===== src/rtl/wb_sequencer_if.sv =====
// Instruction handshake, data-memory handshake and writeback control bundle
// between the decode/memory side and the writeback sequencer.
interface wb_sequencer_if #(
  parameter int REG_ADDR_WIDTH = 5
);
  logic                      instr_valid;
  logic                      instr_ready;
  logic [1:0]                instr_type;
  logic [REG_ADDR_WIDTH-1:0] rd_in;
  logic                      mem_req;
  logic                      mem_ack;
  logic [1:0]                result_sel;
  logic                      reg_write;
  logic [REG_ADDR_WIDTH-1:0] rd_out;
  logic                      pc_en;
  logic                      busy;
  logic                      timeout_err;

  modport master (
    output instr_valid, instr_type, rd_in, mem_ack,
    input  instr_ready, mem_req, result_sel, reg_write, rd_out, pc_en, busy, timeout_err
  );

  modport slave (
    input  instr_valid, instr_type, rd_in, mem_ack,
    output instr_ready, mem_req, result_sel, reg_write, rd_out, pc_en, busy, timeout_err
  );
endinterface


===== src/rtl/wb_sequencer.sv =====
// Writeback sequencer: accepts one decoded instruction, waits for memory when
// needed, then drives the writeback mux select, register-file write and PC advance.
module wb_sequencer #(
  parameter int REG_ADDR_WIDTH = 5,
  parameter int MEM_TIMEOUT    = 15,
  parameter int CNT_WIDTH      = 8
) (
  input  logic           clk,
  input  logic           rst_n,
  wb_sequencer_if.slave  bus
);

  typedef enum logic [1:0] {S_IDLE, S_MEM, S_WB, S_DONE} state_e;

  localparam logic [1:0] T_ALU  = 2'b00;
  localparam logic [1:0] T_LOAD = 2'b01;
  localparam logic [1:0] T_JUMP = 2'b10;

  localparam logic [1:0] SEL_ALU = 2'b00;
  localparam logic [1:0] SEL_MEM = 2'b01;
  localparam logic [1:0] SEL_PC  = 2'b10;

  localparam logic [CNT_WIDTH-1:0] CNT_LAST = CNT_WIDTH'(MEM_TIMEOUT - 1);

  state_e                    state_q, state_d;
  logic [1:0]                type_q, type_d;
  logic [1:0]                sel_q, sel_d;
  logic [REG_ADDR_WIDTH-1:0] rd_q, rd_d;
  logic [CNT_WIDTH-1:0]      cnt_q, cnt_d;
  logic                      terr_q, terr_d;

  logic                      ready_q, ready_d;
  logic                      mem_req_q, mem_req_d;
  logic [1:0]                result_sel_q, result_sel_d;
  logic                      reg_write_q, reg_write_d;
  logic                      pc_en_q, pc_en_d;
  logic                      busy_q, busy_d;

  // State, latched fields and registered outputs
  always_ff @(posedge clk or negedge rst_n) begin
    if (!rst_n) begin
      state_q      <= S_IDLE;
      type_q       <= 2'b00;
      sel_q        <= SEL_ALU;
      rd_q         <= '0;
      cnt_q        <= '0;
      terr_q       <= 1'b0;
      ready_q      <= 1'b1;
      mem_req_q    <= 1'b0;
      result_sel_q <= SEL_ALU;
      reg_write_q  <= 1'b0;
      pc_en_q      <= 1'b0;
      busy_q       <= 1'b0;
    end else begin
      state_q      <= state_d;
      type_q       <= type_d;
      sel_q        <= sel_d;
      rd_q         <= rd_d;
      cnt_q        <= cnt_d;
      terr_q       <= terr_d;
      ready_q      <= ready_d;
      mem_req_q    <= mem_req_d;
      result_sel_q <= result_sel_d;
      reg_write_q  <= reg_write_d;
      pc_en_q      <= pc_en_d;
      busy_q       <= busy_d;
    end
  end

  // Next-state logic; an ack in the final MEM cycle beats the timeout
  always_comb begin
    state_d = state_q;
    type_d  = type_q;
    sel_d   = sel_q;
    rd_d    = rd_q;
    cnt_d   = cnt_q;
    terr_d  = terr_q;
    unique case (state_q)
      S_IDLE: begin
        if (bus.instr_valid) begin
          type_d = bus.instr_type;
          rd_d   = bus.rd_in;
          cnt_d  = '0;
          unique case (bus.instr_type)
            T_ALU: begin
              sel_d   = SEL_ALU;
              state_d = S_WB;
            end
            T_JUMP: begin
              sel_d   = SEL_PC;
              state_d = S_WB;
            end
            default: state_d = S_MEM;
          endcase
        end
      end
      S_MEM: begin
        cnt_d = cnt_q + CNT_WIDTH'(1);
        if (bus.mem_ack) begin
          if (type_q == T_LOAD) begin
            sel_d   = SEL_MEM;
            state_d = S_WB;
          end else begin
            state_d = S_DONE;
          end
        end else if (cnt_q == CNT_LAST) begin
          terr_d  = 1'b1;
          state_d = S_DONE;
        end
      end
      S_WB:    state_d = S_IDLE;
      S_DONE:  state_d = S_IDLE;
      default: state_d = S_IDLE;
    endcase
  end

  // Outputs decoded from the upcoming state so they register in step with it
  always_comb begin
    ready_d      = (state_d == S_IDLE);
    mem_req_d    = (state_d == S_MEM);
    busy_d       = (state_d != S_IDLE);
    result_sel_d = (state_d == S_WB) ? sel_d : SEL_ALU;
    reg_write_d  = (state_d == S_WB) && (rd_d != '0);
    pc_en_d      = (state_d == S_WB) || (state_d == S_DONE);
  end

  assign bus.instr_ready = ready_q;
  assign bus.mem_req     = mem_req_q;
  assign bus.result_sel  = result_sel_q;
  assign bus.reg_write   = reg_write_q;
  assign bus.rd_out      = rd_q;
  assign bus.pc_en       = pc_en_q;
  assign bus.busy        = busy_q;
  assign bus.timeout_err = terr_q;

endmodule


===== src/flat_wrapper.sv =====
// flat-port wrapper written by rule: the top's interface ports become plain ports
module wb_sequencer_flat 
#(
  parameter int REG_ADDR_WIDTH = 5,
  parameter int MEM_TIMEOUT    = 15,
  parameter int CNT_WIDTH      = 8
)
  (clk, rst_n, bus_instr_valid, bus_instr_type, bus_rd_in, bus_mem_ack, bus_instr_ready, bus_mem_req, bus_result_sel, bus_reg_write, bus_rd_out, bus_pc_en, bus_busy, bus_timeout_err);
  wb_sequencer_if #(.REG_ADDR_WIDTH(REG_ADDR_WIDTH)) bus_i ();
  input  logic clk;
  input  logic rst_n;
  input wire logic [$bits(bus_i.instr_valid)-1:0] bus_instr_valid;
  input wire logic [$bits(bus_i.instr_type)-1:0] bus_instr_type;
  input wire logic [$bits(bus_i.rd_in)-1:0] bus_rd_in;
  input wire logic [$bits(bus_i.mem_ack)-1:0] bus_mem_ack;
  output wire logic [$bits(bus_i.instr_ready)-1:0] bus_instr_ready;
  output wire logic [$bits(bus_i.mem_req)-1:0] bus_mem_req;
  output wire logic [$bits(bus_i.result_sel)-1:0] bus_result_sel;
  output wire logic [$bits(bus_i.reg_write)-1:0] bus_reg_write;
  output wire logic [$bits(bus_i.rd_out)-1:0] bus_rd_out;
  output wire logic [$bits(bus_i.pc_en)-1:0] bus_pc_en;
  output wire logic [$bits(bus_i.busy)-1:0] bus_busy;
  output wire logic [$bits(bus_i.timeout_err)-1:0] bus_timeout_err;
  assign bus_i.instr_valid = bus_instr_valid;
  assign bus_i.instr_type = bus_instr_type;
  assign bus_i.rd_in = bus_rd_in;
  assign bus_i.mem_ack = bus_mem_ack;
  assign bus_instr_ready = bus_i.instr_ready;
  assign bus_mem_req = bus_i.mem_req;
  assign bus_result_sel = bus_i.result_sel;
  assign bus_reg_write = bus_i.reg_write;
  assign bus_rd_out = bus_i.rd_out;
  assign bus_pc_en = bus_i.pc_en;
  assign bus_busy = bus_i.busy;
  assign bus_timeout_err = bus_i.timeout_err;
  wb_sequencer #(.REG_ADDR_WIDTH(REG_ADDR_WIDTH), .MEM_TIMEOUT(MEM_TIMEOUT), .CNT_WIDTH(CNT_WIDTH)) u_core (.clk(clk), .rst_n(rst_n), .bus(bus_i));
endmodule

===== config.mk =====
export PLATFORM = sky130hd
export DESIGN_NAME = wb_sequencer_flat
export DESIGN_NICKNAME = d
export VERILOG_FILES = /design/src/rtl/wb_sequencer_if.sv /design/src/rtl/wb_sequencer.sv /design/src/flat_wrapper.sv
export SDC_FILE = /design/constraint.sdc
export NUM_CORES = 1
export LEC_CHECK = 0
export BUFFER_PORTS_ARGS = -buffer_cell sky130_fd_sc_hd__buf_2
export CAP_MARGIN = 0
export CORE_MARGIN = 4
export CORE_UTILIZATION = 40
export CTS_CLUSTER_SIZE = 28
export DETAILED_ROUTE_END_ITERATION = 16
export PLACE_DENSITY = 0.72
export SYNTH_ARGS = -nofsm -noshare
export SYNTH_HDL_FRONTEND = slang
export SYNTH_SLANG_ARGS = --single-unit

===== constraint.sdc =====
create_clock -name clk -period 1.4 [get_ports clk]
set_input_delay 0.07 -clock clk [delete_from_list [all_inputs] [get_ports clk]]
set_output_delay 0.07 -clock clk [all_outputs]
set_load 0.01 [all_outputs]

# After elaboration in Yosys (flattened, before gate mapping)
# Index checks and enable logic that the tools add are counted.
# op_classes
eq_ne,10
bitwise_logic,1
add_sub_neg,1
mux,16
reduce_logical,13
# op_table
op,count
$mux W2,8
$pmux W8 S2,1
$eq A2 B2 Y1 const B,5
$mux W5,2
$add A8 B1 Y8 const B,1
$eq A8 B4 Y1 const B,1
$mux W8,1
$pmux W2 S2,2
$eq A2 B1 Y1 const B,3
$logic_not A2 Y1,3
$pmux W2 S3,1
$reduce_bool A5 Y1,1
$reduce_and A2 Y1,2
$reduce_bool A2 Y1,2
$reduce_or A2 Y1,2
$reduce_and A3 Y1,1
$ne A2 B2 Y1 const B,1
$logic_and A1 B1 Y1,1
$logic_or A1 B1 Y1,1
$mux W1,1
$not A1 Y1,1
# totals
wordCells,53
out_inout_bits,13
reg_bits,27
in_bits,11

# Longest topological paths before layout
# depth
ltp_word,7
ltp_mapped,6
ltp_nobuf,6

# Worst setup path after synthesis
# Ideal clock, no wire load.
# synth_timing
path_kind,flip-flop to flip-flop
startpoint,register u_core.state_q[0]
endpoint,register u_core.cnt_q[7]
arrival_time_ns,1.138
setup_ns,0.129
stages_incl_launch_ff,5
required_ns,1.271
n_path_buf,1
setup_slack_ns,0.132
period_less_slack_ns,1.268
path_cell_list,dfrtp_1 or3b_4 buf_2 o211ai_1 o31ai_1
# synth_via
elab_chain_cells,3
word_cells_on_any_way,6
classes_between,eq/ne: 2; mux: 1; reduce/logical: 3
# synth_lines
item,line_no,text
"start, declared",wb_sequencer.sv:25,"state_e state_q, state_d;"
"start signal, assigned",wb_sequencer.sv:55,state_q <= state_d;
$eq A2 B1 Y1 or $logic_not A2 Y1 (tied branches),wb_sequencer.sv:78,unique case (state_q)
$reduce_bool A2 Y1 (no line) or $ne A2 B2 Y1 (tied branches),-,
$reduce_and A2 Y1 (no line),-,
"end signal, assigned",wb_sequencer.sv:59,cnt_q <= cnt_d;
"end, declared",wb_sequencer.sv:29,"logic [CNT_WIDTH-1:0] cnt_q, cnt_d;"
# Several ways; a longest one is shown, not always the timed one.
# A chain may end at the register's enable or synchronous reset.

# Worst setup path after layout
# layout_timing
startpoint,register u_core.state_q[1]
endpoint,register u_core.cnt_q[6]
# Same word-level chain as after synthesis.

==> impl_metrics.yaml <==
place:
  numPortBuffers: 23
  placed_cells: 160
  place_ws_ps: 74.67
  hpwl_um: 1676
  place_congestion: 0.8270
worst_setup_path:
  cp_data_arrival_time_ps: 1610
  r2r-end: "u_core.cnt_q[6]"
  r2r_slack_ps: 60
  end_kind: "flop"
  start_kind: "flop"
  worstPathRequired_ps: 1660
  cp-endpoint: "u_core.cnt_q[6]"
  r2r-start: "u_core.state_q[1]"
  cp_max_fo: 7
  rr_worst_depth: 4
  crit_type: "flop to flop"
  cp-startpoint: "u_core.state_q[1]"
routing:
  final_antenna_net_count: 0
  via_per_inst: 5.056
  drt_first_pass_iters: 4
  drt_iter0_drc: 12
  wl_per_cell_um: 13.29
  wl_um: 2353
  drc_errors: 0
  vias: 895
pwr:
  intPower_uw: 1546
  cellPowerDensity_nw_per_um2: 1666
  p_sw_uw: 844.0
  p_clk_share_pct: 15.5
  irDropWorstVdd_mv: 1.160
  p_leak_uw: 0.0007332
  p_comb_share_pct: 36.4
  power_frac_seq_pct: 48.2
  p_sw_share_pct: 35.31
clock_tree:
  cts.sinks: 26
  cts_root_buf: "clkbuf_4"
  numCtsBuffers: 3
  path_clk_slew_ps: 130
  clkLatencyLatePin_ps: 320
  htree_levels: 1
  cts_tree: "built"
  clock_path_buffers: 2
global_route:
  grt_pass1_wl_um: 4015
  grt_pass1_vias: 900
  track_usage_pct: 14.86
  grt_max_degree: 27
  overflow: 0
  antenna_found_initial: 0
die:
  row_count: 18
  die_y_um: 60.62
  dieWidth_um: 60.62
  start_util_pct: 43.13
  io_pins: 24
  dieArea_um2: 3674
  core_um2: 2567
sta:
  rsz0062_at_grt: "true"
  fin_ws_ps: 58.95
  fin_crit_sh_pct: 95.79
  setup_violations: 0
  slew_viol_final: 0
  fmax_mhz: 745.7
  worstMarginPinSlew_ps: 544.8
  finalClockSkew_ps: 8.228
  period_needed_ps: 1341
  maxSlewHeadroom_pct: 63.68
  hold_viol: 0
  hold_ws_ps: 155.4
synth:
  yosysUniqueCellTypes: 30
  syn_area_um2: 1107
  synthMuxAreaShare_pct: 0
  async_flop_share_pct: 100.0
  synth-adder-area-share_pct: 2.260
  synth_compound_area_share_pct: 8.814
  synth_top_area_share_pct: 56.50
  post_synth_inst_count: 106
  synthSimpleGateAreaFrac_pct: 24.97
  synth_top_family_by_area: "simple AND/OR/NAND/NOR gates"
  synth.most_common_cell: "nand2_1"
  ys_seq_area_share_pct: 58.87
  synth_fp_nets: 119
  synth_area_leaders: "dfrtp_1, nand2_1, o21ai_0"
  synth_area_leader_cell: "dfrtp_1"
  synth.avg_cell_area_um2: 10.45
  synth_ff_type: "dfrtp_1"
  ys_top_cells_by_count: "nand2_1, dfrtp_1, nor2_1"
  yosysWarnings: 0
  synth_xor_area_share_pct: 3.164
  synth-seq-cells: 26
  synth_edf_count: 0
layout:
  nets: 161
  antennaDiodeCount: 0
  post_route_cells_drive_above_1_share_pct: 28.57
  instances_no_fill: 177
  area_delta_synth_final_pct: 29.60
run_status:
  status: "complete, no violations"
hold_path:
  hold_path_class: "primary input to flop"
flow_run:
  maxCapViolations: 0
metal layers:
metal / track usage (%) / share of wire (%)
met3: 4.894 / 4.6
met2: 25.34 / 52
met1: 18.44 / 42
met5: 0 / 0
met4: 3.096 / 0.59
through the flow:
| stage | total power, uW | cell area (um2) | TNS, ps | util [%] |
|---|---|---|---|---|
| detailed placement | 1977 | 1272 | 0 | 49.56 |
| floorplan | 1638 | 1107 | 0 | - |
| global route | 2586 | 1435 | -50.10 | 55.90 |
| global placement | 1934 | 1272 | 0 | 49.56 |
| finish | 2390 | 1435 | 0 | 55.90 |
| CTS | 2369 | 1399 | 0 | 54.48 |
logic make-up (layout without fill, tap and decap cells):
group	count (synthesis)	count (layout)
buf+inv	5	46
flops	26	26
simple gates	53	53
compound gates	16	16
fa+ha+maj	2	2
xor+xnor	4	4
worst min-delay path by stage:
stage	startpoint	to	slack (ps)	depth (start not counted)
global route	bus_instr_valid	u_core.sel_q[1]	200	4
CTS	bus_instr_valid	u_core.sel_q[1]	140	4
floorplan	rst_n	u_core.bus.busy	-230	0
detailed placement	rst_n	u_core.sel_q[1]	90	1
global placement	rst_n	u_core.sel_q[1]	80	1
finish	bus_instr_valid	u_core.sel_q[1]	160	4
flip-flops by register name, indices dropped and copies added (netlist names):
name and flops:
u_core.type_q 2, u_core.bus.instr_ready 1, u_core.bus.rd_out 5, u_core.bus.mem_req 1, u_core.bus.pc_en 1, u_core.state_q 2, u_core.bus.busy 1, u_core.bus.reg_write 1
u_core.bus.timeout_err 1, u_core.cnt_q 8, u_core.bus.result_sel 2, u_core.sel_q 1
what timing repair did:
action | CTS | global route
hold endpoints to repair | 35 | 0
endpoints found under the setup margin | 0 | 5
setup buffers | 0 | 4
hold buffers | 9 | 0
gates resized for setup | 0 | 2
layout make-up:
cell class | instances | area [um2]
Fill cell | 240 | 1132
Inverter | 3 | 11.26
Sequential cell | 26 | 651.9
Clock buffer | 4 | 36.28
Tap cell | 30 | 37.54
Multi-Input combinational cell | 75 | 440.4
Timing Repair Buffer | 39 | 257.7
worst max-delay path, stage by stage (launching register included):
cell and delay [ps]:
dfrtp_1 460, and2b_4 300, nand2_2 70, or3_1 320
a21oi_2 130
power groups by stage:
stage               registers (uW)  logic [uW]  clock network [uW]
CTS                           1150         829                 387
global route                  1190         980                 420
detailed placement            1170         806                   0
global placement              1160         777                   0
floorplan                     1220         413                   0
finish                        1150         869                 370
placed cells by master (no fill, tap or decap), drive strengths merged, types with 2 or more instances in the layout:
master / n
nand2: 27
buf: 30
nand2b: 2
ha: 2
xor2: 4
inv: 3
o21ai: 7
nor2: 8
a21oi: 3
o31ai: 3
dfrtp: 25
or4: 2
dlygate4sd3: 9
clkbuf: 4
nand4: 3
nor3b: 2
Power figures use the tool's default switching activity.
